<file path="src/rtl/song_writer.sv">
// Records a monophonic key performance into song RAM entries {note_type, note, duration, metadata}.
// A rest entry carrying the beats since the previous note start precedes each new note.
module song_writer (
  input  logic        clk_i,
  input  logic        reset_i,
  input  logic        record_i,
  input  logic [1:0]  song_i,
  input  logic        beat_i,
  input  logic        key_press_i,
  input  logic        key_release_i,
  input  logic [5:0]  key_note_i,
  input  logic [2:0]  key_meta_i,
  output logic        wr_en_o,
  output logic [6:0]  wr_addr_o,
  output logic [15:0] wr_data_o,
  output logic        recording_o,
  output logic        rec_done_o,
  output logic [5:0]  entries_o
);

  typedef enum logic [2:0] {
    S_IDLE    = 3'd0,
    S_GAP     = 3'd1,
    S_WR_REST = 3'd2,
    S_HELD    = 3'd3,
    S_WR_NOTE = 3'd4,
    S_DONE    = 3'd5
  } state_t;

  state_t      state_q, state_d;
  logic [5:0]  wr_ptr_q, wr_ptr_d;
  logic [4:0]  note_slot_q, note_slot_d;
  logic [4:0]  gap_cnt_q, gap_cnt_d;
  logic [5:0]  dur_cnt_q, dur_cnt_d;
  logic [1:0]  song_q, song_d;
  logic [5:0]  note_q, note_d;
  logic [2:0]  meta_q, meta_d;
  logic        rest_to_held_q, rest_to_held_d;
  logic        wr_en_q, wr_en_d;
  logic [6:0]  wr_addr_q, wr_addr_d;
  logic [15:0] wr_data_q, wr_data_d;
  logic        recording_q, recording_d;
  logic        rec_done_q, rec_done_d;
  logic [5:0]  entries_q, entries_d;

  logic [4:0]  gap_beat_s;
  logic [5:0]  need_s;
  logic [5:0]  avail_s;
  logic [5:0]  dur_wr_s;

  function automatic logic [4:0] sat_inc5(input logic [4:0] v);
    sat_inc5 = (v == 5'd31) ? 5'd31 : v + 5'd1;
  endfunction

  function automatic logic [5:0] sat_inc6(input logic [5:0] v);
    sat_inc6 = (v == 6'd63) ? 6'd63 : v + 6'd1;
  endfunction

  // a beat arriving with a press is counted into the gap before the rest is sized
  assign gap_beat_s = beat_i ? sat_inc5(gap_cnt_q) : gap_cnt_q;
  assign need_s     = (gap_beat_s != 5'd0) ? 6'd2 : 6'd1;
  assign avail_s    = 6'd32 - wr_ptr_q;

  // Next-state, counter and output-register logic
  always_comb begin
    state_d        = state_q;
    wr_ptr_d       = wr_ptr_q;
    note_slot_d    = note_slot_q;
    gap_cnt_d      = gap_cnt_q;
    dur_cnt_d      = dur_cnt_q;
    song_d         = song_q;
    note_d         = note_q;
    meta_d         = meta_q;
    rest_to_held_d = rest_to_held_q;
    wr_en_d        = 1'b0;
    wr_addr_d      = 7'd0;
    wr_data_d      = 16'd0;
    dur_wr_s       = 6'd0;

    case (state_q)
      S_IDLE: begin
        if (record_i) begin
          state_d   = S_GAP;
          wr_ptr_d  = 6'd0;
          gap_cnt_d = 5'd0;
          dur_cnt_d = 6'd0;
          song_d    = song_i;
        end else begin
          state_d = S_IDLE;
        end
      end
      S_GAP: begin
        if (!record_i) begin
          state_d = S_DONE;
        end else if (key_press_i) begin
          note_d    = key_note_i;
          meta_d    = key_meta_i;
          gap_cnt_d = gap_beat_s;
          if (need_s > avail_s) begin
            state_d = S_DONE;
          end else if (gap_beat_s != 5'd0) begin
            state_d        = S_WR_REST;
            rest_to_held_d = 1'b1;
          end else begin
            state_d     = S_HELD;
            note_slot_d = wr_ptr_q[4:0];
            wr_ptr_d    = wr_ptr_q + 6'd1;
            dur_cnt_d   = 6'd0;
          end
        end else if (beat_i && (gap_cnt_q >= 5'd30)) begin
          // gap would hit the rest field limit: flush a full-length rest and keep waiting
          if (wr_ptr_q == 6'd32) begin
            state_d = S_DONE;
          end else begin
            state_d        = S_WR_REST;
            rest_to_held_d = 1'b0;
            gap_cnt_d      = 5'd31;
          end
        end else begin
          gap_cnt_d = gap_beat_s;
        end
      end
      S_WR_REST: begin
        gap_cnt_d = 5'd0;
        if (rest_to_held_q) begin
          state_d     = S_HELD;
          note_slot_d = wr_ptr_q[4:0] + 5'd1;
          wr_ptr_d    = wr_ptr_q + 6'd2;
          dur_cnt_d   = 6'd0;
        end else begin
          state_d  = S_GAP;
          wr_ptr_d = wr_ptr_q + 6'd1;
        end
      end
      S_HELD: begin
        if (beat_i) begin
          dur_cnt_d = sat_inc6(dur_cnt_q);
          gap_cnt_d = sat_inc5(gap_cnt_q);
        end else begin
          dur_cnt_d = dur_cnt_q;
        end
        if (key_release_i || !record_i) begin
          state_d = S_WR_NOTE;
        end else begin
          state_d = S_HELD;
        end
      end
      S_WR_NOTE: begin
        if (record_i) begin
          state_d = S_GAP;
        end else begin
          state_d = S_DONE;
        end
      end
      S_DONE: begin
        if (record_i) begin
          state_d = S_DONE;
        end else begin
          state_d = S_IDLE;
        end
      end
      default: begin
        state_d = S_IDLE;
      end
    endcase

    // write strobes are registered, so they are decoded from the state being entered
    case (state_d)
      S_WR_REST: begin
        wr_en_d   = 1'b1;
        wr_addr_d = {song_q, wr_ptr_q[4:0]};
        wr_data_d = {1'b1, 1'b0, gap_cnt_d, 6'd0, 3'd0};
      end
      S_WR_NOTE: begin
        dur_wr_s  = (dur_cnt_d == 6'd0) ? 6'd1 : dur_cnt_d;
        wr_en_d   = 1'b1;
        wr_addr_d = {song_q, note_slot_q};
        wr_data_d = {1'b0, note_q, dur_wr_s, meta_q};
      end
      default: begin
        wr_en_d = 1'b0;
      end
    endcase

    recording_d = (state_d == S_GAP) || (state_d == S_HELD) ||
                  (state_d == S_WR_REST) || (state_d == S_WR_NOTE);
    rec_done_d  = (state_d == S_DONE);
    entries_d   = wr_ptr_d;
  end

  // State, counter and output registers with synchronous active-low reset
  always_ff @(posedge clk_i) begin
    if (!reset_i) begin
      state_q        <= S_IDLE;
      wr_ptr_q       <= 6'd0;
      note_slot_q    <= 5'd0;
      gap_cnt_q      <= 5'd0;
      dur_cnt_q      <= 6'd0;
      song_q         <= 2'd0;
      note_q         <= 6'd0;
      meta_q         <= 3'd0;
      rest_to_held_q <= 1'b0;
      wr_en_q        <= 1'b0;
      wr_addr_q      <= 7'd0;
      wr_data_q      <= 16'd0;
      recording_q    <= 1'b0;
      rec_done_q     <= 1'b0;
      entries_q      <= 6'd0;
    end else begin
      state_q        <= state_d;
      wr_ptr_q       <= wr_ptr_d;
      note_slot_q    <= note_slot_d;
      gap_cnt_q      <= gap_cnt_d;
      dur_cnt_q      <= dur_cnt_d;
      song_q         <= song_d;
      note_q         <= note_d;
      meta_q         <= meta_d;
      rest_to_held_q <= rest_to_held_d;
      wr_en_q        <= wr_en_d;
      wr_addr_q      <= wr_addr_d;
      wr_data_q      <= wr_data_d;
      recording_q    <= recording_d;
      rec_done_q     <= rec_done_d;
      entries_q      <= entries_d;
    end
  end

  assign wr_en_o     = wr_en_q;
  assign wr_addr_o   = wr_addr_q;
  assign wr_data_o   = wr_data_q;
  assign recording_o = recording_q;
  assign rec_done_o  = rec_done_q;
  assign entries_o   = entries_q;

endmodule

</file>
<file path="config.mk">
export PLATFORM = sky130hd
export DESIGN_NAME = song_writer
export DESIGN_NICKNAME = d
export VERILOG_FILES = /design/src/rtl/song_writer.sv
export SDC_FILE = /design/constraint.sdc
export NUM_CORES = 1
export LEC_CHECK = 0
export CAP_MARGIN = 5
export CORE_ASPECT_RATIO = 2
export CORE_MARGIN = 1.5
export CORE_UTILIZATION = 48
export DETAILED_ROUTE_END_ITERATION = 10
export GPL_ROUTABILITY_DRIVEN = 0
export GPL_TIMING_DRIVEN = 0
export PLACE_DENSITY_LB_ADDON = 0.25
export SETUP_SLACK_MARGIN = 0.4
export SLEW_MARGIN = 20
export SYNTH_ARGS = -nofsm -noshare
export SYNTH_HDL_FRONTEND = slang
export SYNTH_SLANG_ARGS = --single-unit
</file>
<file path="constraint.sdc">
create_clock -name clk_i -period 3.2 [get_ports clk_i]
set_clock_uncertainty 0.05 [all_clocks]
set_input_delay 0.64 -clock clk_i [delete_from_list [all_inputs] [get_ports clk_i]]
set_output_delay 0.64 -clock clk_i [all_outputs]
set_load 0.01 [all_outputs]
</file>
Yosys cells after proc, flatten, opt, wreduce, memory -nomap -nowiden:

Index checks and enable logic that the tools add are counted.

* $add $sub $neg: 6
* order comparisons: 2
* equal/unequal tests: 22
* multiplexer cells: 52
* reductions and logical operators: 18

Operators with widths (count)
* 2-to-1 mux 6 bit: 15
* 2-to-1 mux 5 bit: 12
* one-hot mux 16 bit (2 select lines): 1
* 2-to-1 mux 3 bit: 8
* one-hot mux 6 bit (4 select lines): 1
* one-hot mux 5 bit (4 select lines): 1
* one-hot mux 3 bit (6 select lines): 1
* one-hot mux 6 bit (3 select lines): 1
* AND reduction 6 bit: 3
* inequality test 2 bit, second input constant: 8
* one-hot mux 7 bit (2 select lines): 1
* adder 6 x 1 -> 6 bit, second input constant: 2
* equality test 3 x 2 -> 1 bit, second input constant: 4
* equality test 3 bit, second input constant: 4
* equality test 6 bit, second input constant: 2
* adder 5 x 1 -> 5 bit, second input constant: 2
* one-hot mux 5 bit (2 select lines): 1
* 2-to-1 mux 1 bit: 8
* adder 6 x 2 -> 6 bit, second input constant: 1
* equality test 3 x 1 -> 1 bit, second input constant: 2
* > comparator 2 x 6 -> 1 bit: 1
* zero test 6 bit: 1
* subtractor 6 bit, first input constant: 1
* equality test 5 bit, second input constant: 1
* 13 further kinds: 18

* flip-flop bits (word level): 63

Depth between registers and ports, before layout:

* depth in word-level cells: 14
* gate-level depth with buffers: 15
* depth with buffers taken out: 13

Worst setup path before layout:

OpenSTA, ideal clock, no wires.

* path kind: input port to flip-flop
* start point: in beat_i
* end point: reg wr_addr_q[5], in the netlist wr_addr_o[5]
* library setup time: 0.059 ns
* arrival time: 3.000 ns
* required time: 3.091 ns
* setup slack: 0.091 ns
* stages on the path: 13
* path buffers: 1
* cell sequence: buf_2 > nor4_1 > a31oi_1 > nor4_2 > inv_1 > ha_1 > nor2b_1 > o22ai_1 > a21oi_1 > a31oi_1 > o21a_1 > a311oi_2 > and2_1

* longest elaborated chain between the ends: 10

Ends and longest elaborated chain
* from (decl): RTL line 8 `input logic beat_i,`
* 2-to-1 mux 5 bit: RTL line 60 `assign gap_beat_s = beat_i ? sat_inc5(gap_cnt_q) : gap_cnt_q;`
* nonzero test 5 bit: RTL line 61, 101
* 2-to-1 mux 2 bit: RTL line 61 `assign need_s = (gap_beat_s != 5'd0) ? 6'd2 : 6'd1;`
* > comparator 2 x 6 -> 1 bit: RTL line 99 `if (need_s > avail_s) begin`
* 2-to-1 mux 3 bit: RTL line 99
* 2-to-1 mux 3 bit (*): RTL line 95 `end else if (key_press_i) begin`
* 2-to-1 mux 3 bit (*): RTL line 93 `if (!record_i) begin`
* one-hot mux 3 bit (6 select lines) (*): RTL line 80 `case (state_q)`
* equality test 3 bit or equality test 3 x 2 -> 1 bit (tied branches): RTL line 168 `case (state_d)`
* one-hot mux 7 bit (2 select lines) (*): RTL line 168
* to (signal assigned): RTL line 220 `wr_addr_q <= wr_addr_d;`
* to (decl): RTL line 40 `logic [6:0] wr_addr_q, wr_addr_d;`

Every way passes the cells marked *; elsewhere a longest branch is shown, timed or not.
A chain may end at the register's enable or synchronous reset.

Final worst setup path:

* start point: reg gap_cnt_q[0]
* end point: reg wr_data_q[9], in the netlist wr_data_o[9]

* longest elaborated chain between the ends: 12

Ends and longest elaborated chain
* from (decl): RTL line 33 `logic [4:0] gap_cnt_q, gap_cnt_d;`
* from (signal assigned): RTL line 213 `gap_cnt_q <= gap_cnt_d;`
* adder 5 x 1 -> 5 bit or equality test 5 bit (tied branches): RTL line 52 `sat_inc5 = (v == 5'd31) ? 5'd31 : v + 5'd1;`
* 2-to-1 mux 5 bit: RTL line 52
* 2-to-1 mux 5 bit: RTL line 60, 136
* nonzero test 5 bit: RTL line 61, 101
* 2-to-1 mux 2 bit: RTL line 61
* > comparator 2 x 6 -> 1 bit: RTL line 99
* 2-to-1 mux 3 bit: RTL line 99
* 2-to-1 mux 3 bit: RTL line 95
* 2-to-1 mux 3 bit: RTL line 93
* one-hot mux 3 bit (6 select lines): RTL line 80
* equality test 3 bit or equality test 3 x 2 -> 1 bit (tied branches): RTL line 168
* one-hot mux 16 bit (2 select lines) (*): RTL line 168
* to (signal assigned): RTL line 221 `wr_data_q <= wr_data_d;`
* to (decl): RTL line 41 `logic [15:0] wr_data_q, wr_data_d;`

Marks and branches as above.

==> results_dict.tcl <==
set metrics [dict create \
    status "finished clean" \
    portBuffers 46 \
    required_ps 3420 \
    cts_buffers 9 \
    synth.top_cells.by_area "dfxtp_1 (41%), a21oi_1 (5.5%), nand2_1 (5.0%), nor2_1 (4.7%), ha_1 (3.6%)" \
    critPathMaxFanout 7 \
    grt_max_degree 11 \
    synth_largest_area_cell "dfxtp_1" \
    final_cell_mix "dfxtp_1 (61), clkdlybuf4s50_1 (46), nand2_1 (40)" \
    syn_inst 370 \
    clkSinkCount 63 \
    ys_seq_area_share_pct 40.84 \
    wl_um 9184 \
    fin_crit_sh_pct 93.11 \
    drive_gt1_share_pct 19.02 \
    layout_commonest_cell "dfxtp_1" \
    fin_crit_ps 2980 \
    nFillCells 529 \
    start_kind "flip-flop" \
    start_util_pct 49.34 \
    cap_violations 0 \
    yosysUniqueCellTypes 64 \
    synth_edf_count 0 \
    nNetsFinal 470 \
    synth_seq_cells 63 \
    dr.pass1.iters 5 \
    pwr-share-clk_pct 46.6 \
    drcViolationCount 0 \
    critPathCaptureType "flip-flop" \
    combPwrFrac_pct 15.5 \
    worstSetupPathType "flip-flop to flip-flop" \
    async_flop_share_pct 0 \
    insertedDiodeCount 0 \
    seq_area_um2 1266 \
    syn-mean-instance-area_um2 8.346 \
    cp_cell_sequence "buf_8 > inv_4 > ha_4 > a31oi_4 > nor4_4 > inv_2 > ha_4 > nor2b_4 > o22ai_2 > a21oi_4 > and2_4 > a21o_4 > nor3_4 > a22o_1" \
    clockBufferDepth 2 \
    cp.buffers_inverters 3 \
    relSlewSlack_pct 53.00 \
    overflow 0 \
    cp_slowest_stage_delay_ps 340 \
    cp_common_cell "ha_4" \
    hold_viol_final 0 \
    clk_latency_ps 330 \
    dp_hpwl_um 6269 \
    slew_violations 0 \
    fp.dieArea_um2 6953 \
    switchingPower_mw 0.5330 \
    syn_to_final_growth_pct 40.60 \
    vias 3164 \
    rrSetupSlack_ps 220 \
    coreArea_um2 6259 \
    grt_first_pass_wirelength_um 14240 \
    intPower_mw 1.621 \
    ctsHoldBuffers 0 \
    preCtsSetupSlack_ps -519.4 \
    setup_slack_ps 220.3 \
    crit_family "simple AND/OR/NAND/NOR gates" \
    wl_per_cell_um 17.23 \
    row_count 41 \
    worst_pin_slew_ps 701.2 \
    ir_worst_vdd_v 0.0003520 \
    synth_warnings 0 \
    drtIter0Drc 236 \
    vias_per_cell 5.936 \
    multi_input_area_um2 1899 \
    p_leak_nw 1.589 \
    first_global_vias 3072 \
    setup_viol 0 \
    h-tree-depth 3 \
    track_usage_pct 27.59 \
    synth_nets 396 \
    slowest_stage "dfxtp_2" \
    cts_tree "done" \
    die_x_um 59.72 \
    seqPwrFrac_pct 37.9 \
    hold_class "flip-flop to flip-flop" \
    worstPathArrival_ps 3200 \
    ioPinCount 49 \
    rsz0062_at_grt "true" \
    mappedNetlistArea_um2 3088 \
    p_per_area_nw_per_um2 496.1 \
    ys.flop_type "dfxtp_1" \
    switching_share_pct 24.75 \
    ant_nets 0 \
    antenna_found_initial 0 \
    fmax_mhz 335.6 \
    yosysTopAreaCellShare_pct 40.84 \
    die_height_um 116.4 \
    cts.clk_slew.worst_paths_ps 50 \
    tns_ps 0 \
    clockRootBuffer "clkbuf_16" \
]
[flip-flops by register name, indices dropped and copies added, names as in the netlist]
register        cells
wr_addr_o           7
note_q              6
rec_done_o          1
gap_cnt_q           5
dur_cnt_q           6
song_q              2
note_slot_q         5
recording_o         1
entries_o           6
wr_en_o             1
rest_to_held_q      1
wr_data_o          16
meta_q              3
state_q             3
[power by group through the flow]
stage | clock, mW | combinational [mW] | sequential (mW)
2_1_floorplan | 0 | 0.174 | 0.832
3_3_place_gp | 0 | 0.250 | 0.831
3_5_place_dp | 0 | 0.253 | 0.832
4_1_cts | 1.01 | 0.280 | 0.816
5_1_grt | 1.04 | 0.358 | 0.818
6_report | 1.00 | 0.333 | 0.817
[cells in the mapped netlist (2+ instances only)]
cell      number
nand4_1        3
nor2_1        39
and3_1        10
nor4_1         4
a21oi_1       34
nand2_1       41
o22ai_1        2
nand3_1       11
o21a_1         2
o21ai_0       17
a31oi_1       11
a311oi_1       2
o21ai_2        2
clkbuf_1      13
nand2b_1       4
o22a_1         2
a22o_1        10
nor2b_1        4
and2_1         9
inv_1         11
or2_2          2
xnor2_1        4
mux2i_1        5
ha_1           9
o221ai_1       3
nor3_1         5
a211oi_1       7
dfxtp_1       63
o221a_2        2
buf_2          5
[cells by family (layout without fill, tap and decap cells)]
logic type	after synthesis	count (layout)	synth area share, %
buffers and inverters	33	110	4.578
multiplexers	5	5	1.621
adder cells (fa/ha/maj)	9	9	3.647
AND/OR/NAND/NOR	148	148	24.72
AO/OA/AOI/OAI	107	107	23.18
XOR/XNOR	5	5	1.418
flip-flops	63	63	40.84
[layer usage]
layer  wire length [um]  global-route usage (%)  share of wire (%)
met1               3237                   26.20                 35
met2               4960                   48.12                 54
met3                453                   7.641                4.9
met4                533                   20.44                5.8
met5                  0                       0                  0
[repair_timing]
| action | CTS | global route |
|---|---|---|
| pin swaps | 16 | 24 |
| gates resized for setup | 24 | 24 |
| endpoints found under the setup margin | 42 | 41 |
| buffers inserted | 8 | 8 |
| cloned | 1 | 0 |
[stage by stage]
| stage | util (%) | std cells | cell area, um^2 | power (mW) | hold slack, ps |
|---|---|---|---|---|---|
| after floorplan | - | 370 | 3141 | 1.005 | 379.6 |
| after global placement | 59.26 | 502 | 3709 | 1.081 | 386.4 |
| after detailed placement | 59.26 | 502 | 3709 | 1.086 | 393.3 |
| after CTS | 66.83 | 525 | 4183 | 2.111 | 406.2 |
| after global routing | 69.37 | 533 | 4342 | 2.220 | 424.5 |
| final | 69.37 | 533 | 4342 | 2.154 | 402.6 |
[path summary, 6_finish.rpt]
| check | start | end | cells past startpoint |
|---|---|---|---|
| min reg2reg | meta_q[2]$_SDFFE_PN0P_ | wr_data_o[2]$_SDFF_PN0_ | 1 |
| min | meta_q[2]$_SDFFE_PN0P_ | wr_data_o[2]$_SDFF_PN0_ | 1 |
| max | gap_cnt_q[0]$_SDFF_PN0_ | wr_data_o[9]$_SDFF_PN0_ | 14 |
| max reg2reg | gap_cnt_q[0]$_SDFF_PN0_ | wr_data_o[9]$_SDFF_PN0_ | 14 |
[layout make-up]
| class | count | area share, % |
|---|---|---|
| inverters | 12 | 1.095 |
| repair buffers | 63 | 13.63 |
| clock buffers | 10 | 5.274 |
| flip-flops and latches | 63 | 29.16 |
| multi-input cells | 274 | 43.75 |
| well taps | 86 | 2.478 |
| plain buffers | 21 | 2.939 |
| clock inverters | 4 | 1.671 |
Note: power is estimated with default switching activity, not from simulation.
